<file path="config.mk">
export PLATFORM = sky130hd
export DESIGN_NAME = calc_key_sched_flat
export DESIGN_NICKNAME = d
export VERILOG_FILES = /design/src/rtl/calc_pkg.sv /design/src/rtl/calc_key_sched_if.sv /design/src/rtl/calc_key_fifo.sv /design/src/rtl/calc_key_sched.sv /design/src/flat_wrapper.sv
export SDC_FILE = /design/constraint.sdc
export NUM_CORES = 1
export LEC_CHECK = 0
export BUFFER_PORTS_ARGS = -buffer_cell sky130_fd_sc_hd__buf_2
export CAP_MARGIN = 20
export CORE_ASPECT_RATIO = 1.4
export CORE_MARGIN = 2
export CORE_UTILIZATION = 47
export CTS_CLUSTER_SIZE = 28
export DETAILED_ROUTE_END_ITERATION = 8
export PLACE_DENSITY = 0.66
export SLEW_MARGIN = 20
export SYNTH_ARGS = -nofsm -noshare
export SYNTH_HDL_FRONTEND = slang
export SYNTH_HIERARCHICAL = 1
export SYNTH_SLANG_ARGS = --single-unit
</file>
<file path="constraint.sdc">
create_clock -name clk -period 3.5 [get_ports clk]
set_input_delay 0.175 -clock clk [delete_from_list [all_inputs] [get_ports clk]]
set_output_delay 0.175 -clock clk [all_outputs]
set_load 0.01 [all_outputs]
</file>
<file path="src/rtl/calc_pkg.sv">
// Shared calculator constants: keycodes, key width and key-scheduler state encoding.
package calc_pkg;

  localparam int KEY_W = 5;

  localparam logic [KEY_W-1:0] KEY_CA      = 5'b00100;
  localparam logic [KEY_W-1:0] KEY_CE      = 5'b00101;
  localparam logic [KEY_W-1:0] KEY_ADD     = 5'b01010;
  localparam logic [KEY_W-1:0] KEY_SUB     = 5'b01011;
  localparam logic [KEY_W-1:0] KEY_MULTI   = 5'b01100;
  localparam logic [KEY_W-1:0] KEY_SQR     = 5'b01101;
  localparam logic [KEY_W-1:0] KEY_CH_SIGN = 5'b01110;
  localparam logic [KEY_W-1:0] KEY_EQUALS  = 5'b01111;

  typedef enum logic [1:0] {
    IDLE  = 2'd0,
    ISSUE = 2'd1,
    GAP   = 2'd2
  } sched_state_t;

endpackage

</file>
<file path="src/rtl/calc_key_sched_if.sv">
// Key-source and key-stream signals between the scheduler (slave) and its environment (master).
interface calc_key_sched_if #(
  parameter int KEY_W = calc_pkg::KEY_W,
  parameter int LVL_W = 3
);
  logic [KEY_W-1:0] kp_key;
  logic             kp_valid;
  logic [KEY_W-1:0] rm_key;
  logic             rm_valid;
  logic             rm_ready;
  logic             hold;
  logic             clr_drop;
  logic [KEY_W-1:0] keycode;
  logic             newkey;
  logic [LVL_W-1:0] kp_level;
  logic             kp_drop;

  modport master (
    output kp_key, kp_valid, rm_key, rm_valid, hold, clr_drop,
    input  rm_ready, keycode, newkey, kp_level, kp_drop
  );

  modport slave (
    input  kp_key, kp_valid, rm_key, rm_valid, hold, clr_drop,
    output rm_ready, keycode, newkey, kp_level, kp_drop
  );
endinterface

</file>
<file path="src/rtl/calc_key_fifo.sv">
// Synchronous keypad FIFO; flush empties it and a same-cycle push becomes the sole entry.
module calc_key_fifo #(
  parameter  int DEPTH = 4,
  parameter  int W     = 5,
  localparam int PTR_W = $clog2(DEPTH),
  localparam int LVL_W = PTR_W + 1
) (
  input  logic             clk,
  input  logic             rst_n,
  input  logic             push,
  input  logic [W-1:0]     din,
  input  logic             pop,
  input  logic             flush,
  output logic [W-1:0]     dout,
  output logic             full,
  output logic             empty,
  output logic [LVL_W-1:0] level
);
  logic [W-1:0]     mem [DEPTH];
  logic [PTR_W-1:0] wr_ptr;
  logic [PTR_W-1:0] rd_ptr;
  logic             do_push;
  logic             do_pop;

  assign full    = (level == LVL_W'(DEPTH));
  assign empty   = (level == '0);
  assign dout    = mem[rd_ptr];
  assign do_pop  = pop && !empty;
  // A pop frees the slot the same-cycle push needs, so a full FIFO still accepts.
  assign do_push = push && (!full || do_pop);

  always_ff @(posedge clk or negedge rst_n) begin
    if (!rst_n) begin
      wr_ptr <= '0;
      rd_ptr <= '0;
      level  <= '0;
    end else if (flush) begin
      rd_ptr <= '0;
      wr_ptr <= push ? PTR_W'(1) : '0;
      level  <= push ? LVL_W'(1) : '0;
    end else begin
      if (do_push) wr_ptr <= wr_ptr + PTR_W'(1);
      if (do_pop)  rd_ptr <= rd_ptr + PTR_W'(1);
      case ({do_push, do_pop})
        2'b10:   level <= level + LVL_W'(1);
        2'b01:   level <= level - LVL_W'(1);
        default: level <= level;
      endcase
    end
  end

  always_ff @(posedge clk) begin
    if (flush) begin
      if (push) mem[0] <= din;
    end else if (do_push) begin
      mem[wr_ptr] <= din;
    end
  end
endmodule

</file>
<file path="src/rtl/calc_key_sched.sv">
// Merges keypad FIFO and remote holding register into one paced keycode/newkey stream.
// Optional CA flush of both sources is enabled by defining CALC_KEY_CA_FLUSH_EN.
module calc_key_sched
  import calc_pkg::*;
#(
  parameter int FIFO_DEPTH = 4,
  parameter int GAP_CYCLES = 2,
  parameter int KEY_W      = calc_pkg::KEY_W
) (
  input logic              clk,
  input logic              rst_n,
  calc_key_sched_if.slave  bus
);
  localparam int LVL_W    = $clog2(FIFO_DEPTH) + 1;
  localparam int GAP_W    = (GAP_CYCLES > 1) ? $clog2(GAP_CYCLES) : 1;
  localparam int GAP_LOAD = (GAP_CYCLES > 1) ? GAP_CYCLES - 2 : 0;

  sched_state_t     state;
  logic [GAP_W-1:0] gap_cnt;
  logic             rr_kp;
  logic             rm_full;
  logic [KEY_W-1:0] rm_reg;
  logic [KEY_W-1:0] keycode_q;
  logic             newkey_q;
  logic             drop_q;

  logic [KEY_W-1:0] fifo_dout;
  logic             fifo_full;
  logic             fifo_empty;
  logic [LVL_W-1:0] fifo_level;

  logic kp_req, rm_req, grant, pick_kp, kp_pop, rm_take, rm_accept, ca_flush, drop;

`ifdef CALC_KEY_CA_FLUSH_EN
  assign ca_flush = bus.kp_valid && (bus.kp_key == KEY_W'(KEY_CA));
`else
  assign ca_flush = 1'b0;
`endif

  assign kp_req    = !fifo_empty;
  assign rm_req    = rm_full;
  assign grant     = (state == IDLE) && !bus.hold && (kp_req || rm_req);
  assign pick_kp   = kp_req && (!rm_req || rr_kp);
  assign kp_pop    = grant && pick_kp;
  assign rm_take   = grant && !pick_kp;
  assign rm_accept = bus.rm_valid && !rm_full;
  assign drop      = bus.kp_valid && fifo_full && !kp_pop && !ca_flush;

  calc_key_fifo #(
    .DEPTH (FIFO_DEPTH),
    .W     (KEY_W)
  ) u_fifo (
    .clk   (clk),
    .rst_n (rst_n),
    .push  (bus.kp_valid),
    .din   (bus.kp_key),
    .pop   (kp_pop),
    .flush (ca_flush),
    .dout  (fifo_dout),
    .full  (fifo_full),
    .empty (fifo_empty),
    .level (fifo_level)
  );

  always_ff @(posedge clk or negedge rst_n) begin
    if (!rst_n) begin
      rm_full <= 1'b0;
      rm_reg  <= '0;
    end else if (ca_flush || rm_take) begin
      rm_full <= 1'b0;
    end else if (rm_accept) begin
      rm_full <= 1'b1;
      rm_reg  <= bus.rm_key;
    end
  end

  always_ff @(posedge clk or negedge rst_n) begin
    if (!rst_n) begin
      drop_q <= 1'b0;
    end else if (drop) begin
      drop_q <= 1'b1;
    end else if (bus.clr_drop) begin
      drop_q <= 1'b0;
    end
  end

  always_ff @(posedge clk or negedge rst_n) begin
    if (!rst_n) begin
      state     <= IDLE;
      gap_cnt   <= '0;
      rr_kp     <= 1'b1;
      keycode_q <= '0;
      newkey_q  <= 1'b0;
    end else begin
      case (state)
        IDLE: begin
          newkey_q <= 1'b0;
          if (grant) begin
            keycode_q <= pick_kp ? fifo_dout : rm_reg;
            rr_kp     <= !pick_kp;
            newkey_q  <= 1'b1;
            state     <= ISSUE;
          end
        end
        ISSUE: begin
          newkey_q <= 1'b0;
          // The IDLE arbitration cycle is the last idle cycle of the gap,
          // so GAP itself only covers GAP_CYCLES-1 cycles.
          if (GAP_CYCLES > 1) begin
            gap_cnt <= GAP_W'(GAP_LOAD);
            state   <= GAP;
          end else begin
            state <= IDLE;
          end
        end
        GAP: begin
          newkey_q <= 1'b0;
          if (gap_cnt == '0) state <= IDLE;
          else gap_cnt <= gap_cnt - GAP_W'(1);
        end
        default: begin
          newkey_q <= 1'b0;
          state    <= IDLE;
        end
      endcase
    end
  end

  assign bus.rm_ready = !rm_full;
  assign bus.keycode  = keycode_q;
  assign bus.newkey   = newkey_q;
  assign bus.kp_level = fifo_level;
  assign bus.kp_drop  = drop_q;
endmodule
</file>
<file path="src/flat_wrapper.sv">
// flat-port wrapper written by rule: the top's interface ports become plain ports
module calc_key_sched_flat import calc_pkg::*;
#(
  parameter int FIFO_DEPTH = 4,
  parameter int GAP_CYCLES = 2,
  parameter int KEY_W      = calc_pkg::KEY_W
)
  (clk, rst_n, bus_kp_key, bus_kp_valid, bus_rm_key, bus_rm_valid, bus_hold, bus_clr_drop, bus_rm_ready, bus_keycode, bus_newkey, bus_kp_level, bus_kp_drop);
  calc_key_sched_if #(.KEY_W(KEY_W)) bus_i ();
  input logic clk;
  input logic rst_n;
  input wire logic [$bits(bus_i.kp_key)-1:0] bus_kp_key;
  input wire logic [$bits(bus_i.kp_valid)-1:0] bus_kp_valid;
  input wire logic [$bits(bus_i.rm_key)-1:0] bus_rm_key;
  input wire logic [$bits(bus_i.rm_valid)-1:0] bus_rm_valid;
  input wire logic [$bits(bus_i.hold)-1:0] bus_hold;
  input wire logic [$bits(bus_i.clr_drop)-1:0] bus_clr_drop;
  output wire logic [$bits(bus_i.rm_ready)-1:0] bus_rm_ready;
  output wire logic [$bits(bus_i.keycode)-1:0] bus_keycode;
  output wire logic [$bits(bus_i.newkey)-1:0] bus_newkey;
  output wire logic [$bits(bus_i.kp_level)-1:0] bus_kp_level;
  output wire logic [$bits(bus_i.kp_drop)-1:0] bus_kp_drop;
  assign bus_i.kp_key = bus_kp_key;
  assign bus_i.kp_valid = bus_kp_valid;
  assign bus_i.rm_key = bus_rm_key;
  assign bus_i.rm_valid = bus_rm_valid;
  assign bus_i.hold = bus_hold;
  assign bus_i.clr_drop = bus_clr_drop;
  assign bus_rm_ready = bus_i.rm_ready;
  assign bus_keycode = bus_i.keycode;
  assign bus_newkey = bus_i.newkey;
  assign bus_kp_level = bus_i.kp_level;
  assign bus_kp_drop = bus_i.kp_drop;
  calc_key_sched #(.FIFO_DEPTH(FIFO_DEPTH), .GAP_CYCLES(GAP_CYCLES), .KEY_W(KEY_W)) u_core (.clk(clk), .rst_n(rst_n), .bus(bus_i));
endmodule
</file>
==> results.md <==
- Num Clock Sinks: 43
- Max-cap violations: 0
- Crit-path max cell delay: 0.64 ns
- Die Span Y: 80.4 um
- FF-to-FF Start: u_core/u_fifo/level[2]
- CTS buffer count: 5
- Crit-path cells: nor3_1 -> buf_4 -> nor3_4 -> or4b_4 -> nand3b_1 -> o21ai_0
- CTS-repair resized insts: 0
- Die area: 4710 um^2
- Met2 GRT Util: 31.2%
- Layout area overhead: 13.7%
- CTS max path bufs: 2
- Minimum clock period: 2.58 ns
- Pre-antenna DRT Iters: 6
- Post-detailed-route count of antenna-violating nets: 0
- RSZ-0062 raised after global routing: no
- Skew final: 0.00563 ns
- CTS H-tree depth: 2
- I/O Pins: 27
- Final core occ: 56.4%
- GRT Total Usage: 17.5%
- GRT overflow: 0
- Die X: 58.6 um
- Starting density of the core: 49.6%
- Max reg flops: 20
- Synth Instances: 146
- Async set-reset flop share out of synthesis: 53.5%
- WP data required: 3.42 ns
- Synth Area in Simple Gates: 13.5%
- Wirelength per Cell: 16.3 um
- Hold Path Class: input pin to flip-flop
- R2R setup slack: 0.92 ns
- Pwr per Cell Area: 705 nW/um^2
- CP bufs+invs: 1
- Via/cell ratio: 5.67
- Worst slack, placed: 0.914 ns
- VDD IR max: 0.523 mV
- Drt total wl: 3560 um
- TritonCTS clock tree: built
- Final hold violations: 0
- Worst-Margin Slew: 0.755 ns
- DP Wirelength: 2580 um
- Synth Area per Inst: 13.4 um^2
- Post-route setup TNS: 0 ns
- Hold-fix buffers at CTS: 1
- Adder-Cell Fraction of Synth Area: 1.02%
- Arr. time, crit path: 2.49 ns
- Clock transition at path regs: 0.08 ns
- Port bufs: 26
- Vias: 1236
- DRC Markers: 0
- Synth cell types: 44
- Crit-path slowest cell: o21ai_0
- Initial drt markers: 38
- Cell Rows: 27
- Slew headroom: 49.2%
- Tcrit/Tclk final: 73.6%
- R2R cell count: 6
- Post-synth top flop: dfrtp_1
- Core area: 3950 um^2
- Global Route met3 Usage: 3.86%
- Kind of critical path: flip-flop to flip-flop
- Worst Setup SP: u_core/u_fifo/level[2]
- Crit path capture type: flip-flop
- Tot Pwr: 0.00157 W
- GR peak layer: met2
- Post-Syn Area: 1960 um^2
- Worst skew pair latency: 0.29 ns
- Final setup violation count: 0
- Met1 GRT Util: 20.5%
- Vias in the first global route: 1292
- Family with the most delay on the worst path: simple AND/OR/NAND/NOR gates
- WP depth: 6
- EDFF count, synth: 20
- N_diodes: 0
- Largest family of logic cells by synthesized area: simple AND/OR/NAND/NOR gates
- Synth Area in XOR/XNOR: 0.894%
- Clock root buffer: clkbuf_8
- Compound-Gate Fraction of Synth Area: 10.3%
- Largest net degree at the start of global routing: 24
- Min-delay src: bus_clr_drop
- First-pass GRT wire length: 6110 um
- Layout cells sized above 1: 30.3%
- GP Congestion: 0.733
- Status: complete, no violations
- Total number of yosys warnings: 6
- Post-CTS setup buffer count: 0
- Final nets: 191
- Register area share after synthesis: 60.1%
- Final Max Tran Viols: 0
- Seq cells post-synth: 43
- Mux cell area share after synthesis: 9.64%
- Hold path depth: 2
- Fmax: 388 MHz
- CP max FO: 13
- Final worst slack: 0.925 ns
- Antenna violations before repair: 0
- P_leak: 0.928 nW
- Filler cell count in the final layout: 329
- Startpoint Class: flip-flop
- DP Area: 2110 um^2
- Fin area: 2230 um^2
[cells by family (layout without fill, tap and decap cells)]
family	count (synthesis)	count (layout)
adders and majority gates	1	1
buffers and inverters	18	46
DFF	43	43
and+or+nand+nor	45	45
xor gates and xnor gates	2	2
other	1	2
AOI/OAI and AO/OA	24	24
muxes	12	12
[cells in the final DEF (no fill, tap or decap), drive strengths merged, types with 2 or more instances in the layout]
master | netlist | layout
mux2i | 2 | 2
inv | 9 | 9
xor2 | 2 | 2
nand2 | 7 | 7
clkinv | 0 | 2
dfrtp | 22 | 22
o2bb2ai | 2 | 2
nor2 | 9 | 9
nor3 | 9 | 9
a21o | 3 | 3
nand2b | 3 | 3
mux2 | 5 | 5
mux4 | 5 | 5
buf | 7 | 28
a31oi | 2 | 2
o21ai | 2 | 2
a221o | 5 | 5
conb | 1 | 2
edfxtp | 20 | 20
and2 | 2 | 2
nand3 | 3 | 3
clkbuf | 2 | 5
nor2b | 6 | 6
a21oi | 2 | 2
[metal layers]
metal	vias up	part of all wire (%)
met5	-	0
met4	0	1.2
met3	5	3.4
met2	26	54
met1	614	41
li1	591	-
[through the flow]
stage	std cells	hold slack, ns
2_1_floorplan	147	-0.121
3_3_place_gp	209	0.165
6_report	218	0.0725
3_5_place_dp	209	0.176
5_1_grt	218	0.0733
4_1_cts	218	0.0654
[cells in the mapped netlist (all sizes together), types with 2 or more instances]
| cell type | count | area [um^2] |
|---|---|---|
| nor3 | 9 | 56.3 |
| a21oi | 2 | 10.0 |
| nor2 | 9 | 33.8 |
| nand2 | 7 | 26.3 |
| edfxtp | 20 | 601 |
| mux2i | 2 | 20.0 |
| o21ai | 2 | 10.0 |
| xor2 | 2 | 17.5 |
| nor2b | 6 | 37.5 |
| a21o | 3 | 30.0 |
| buf | 7 | 43.8 |
| clkbuf | 2 | 7.51 |
| and2 | 2 | 12.5 |
| a221o | 5 | 50.1 |
| inv | 9 | 33.8 |
| nand3 | 3 | 20.0 |
| a31oi | 2 | 12.5 |
| mux2 | 5 | 56.3 |
| nand2b | 3 | 18.8 |
| dfrtp | 22 | 551 |
| mux4 | 5 | 113 |
| o2bb2ai | 2 | 17.5 |
[worst reg2reg max path: stages (launching register included)]
cell,delay [ns]
dfrtp_1,0.55
nor3_1,0.11
buf_4,0.17
nor3_4,0.37
or4b_4,0.23
nand3b_1,0.14
o21ai_0,0.64
[final cells by class]
type | instances | area [um^2] | area share (%)
Tap cell | 43 | 53.8 | 2.41
Multi-Input combinational cell | 86 | 701 | 31.4
Sequential cell | 43 | 1180 | 52.8
Timing Repair Buffer | 29 | 155 | 6.96
Clock buffer | 5 | 68.8 | 3.09
Clock inverter | 3 | 38.8 | 1.74
Inverter | 9 | 33.8 | 1.52
[where the power goes]
part	switching [W]	leakage, nW	internal, W	total, W
sequential	0.0000960	0.471	0.000647	0.000743
combinational	0.000236	0.402	0.000226	0.000462
clock	0.000158	0.0556	0.000209	0.000367
total	0.000490	0.928	0.00108	0.00157
[worst paths after layout]
path	to
max reg2reg	u_core/u_fifo/mem[0][2]
max	u_core/u_fifo/mem[0][2]
min in group asynchronous	u_core/rm_full
min	u_core/bus.kp_drop
max in group asynchronous	u_core/rr_kp
min reg2reg	u_core/state[1]
Note: power is estimated with default switching activity, not from simulation.
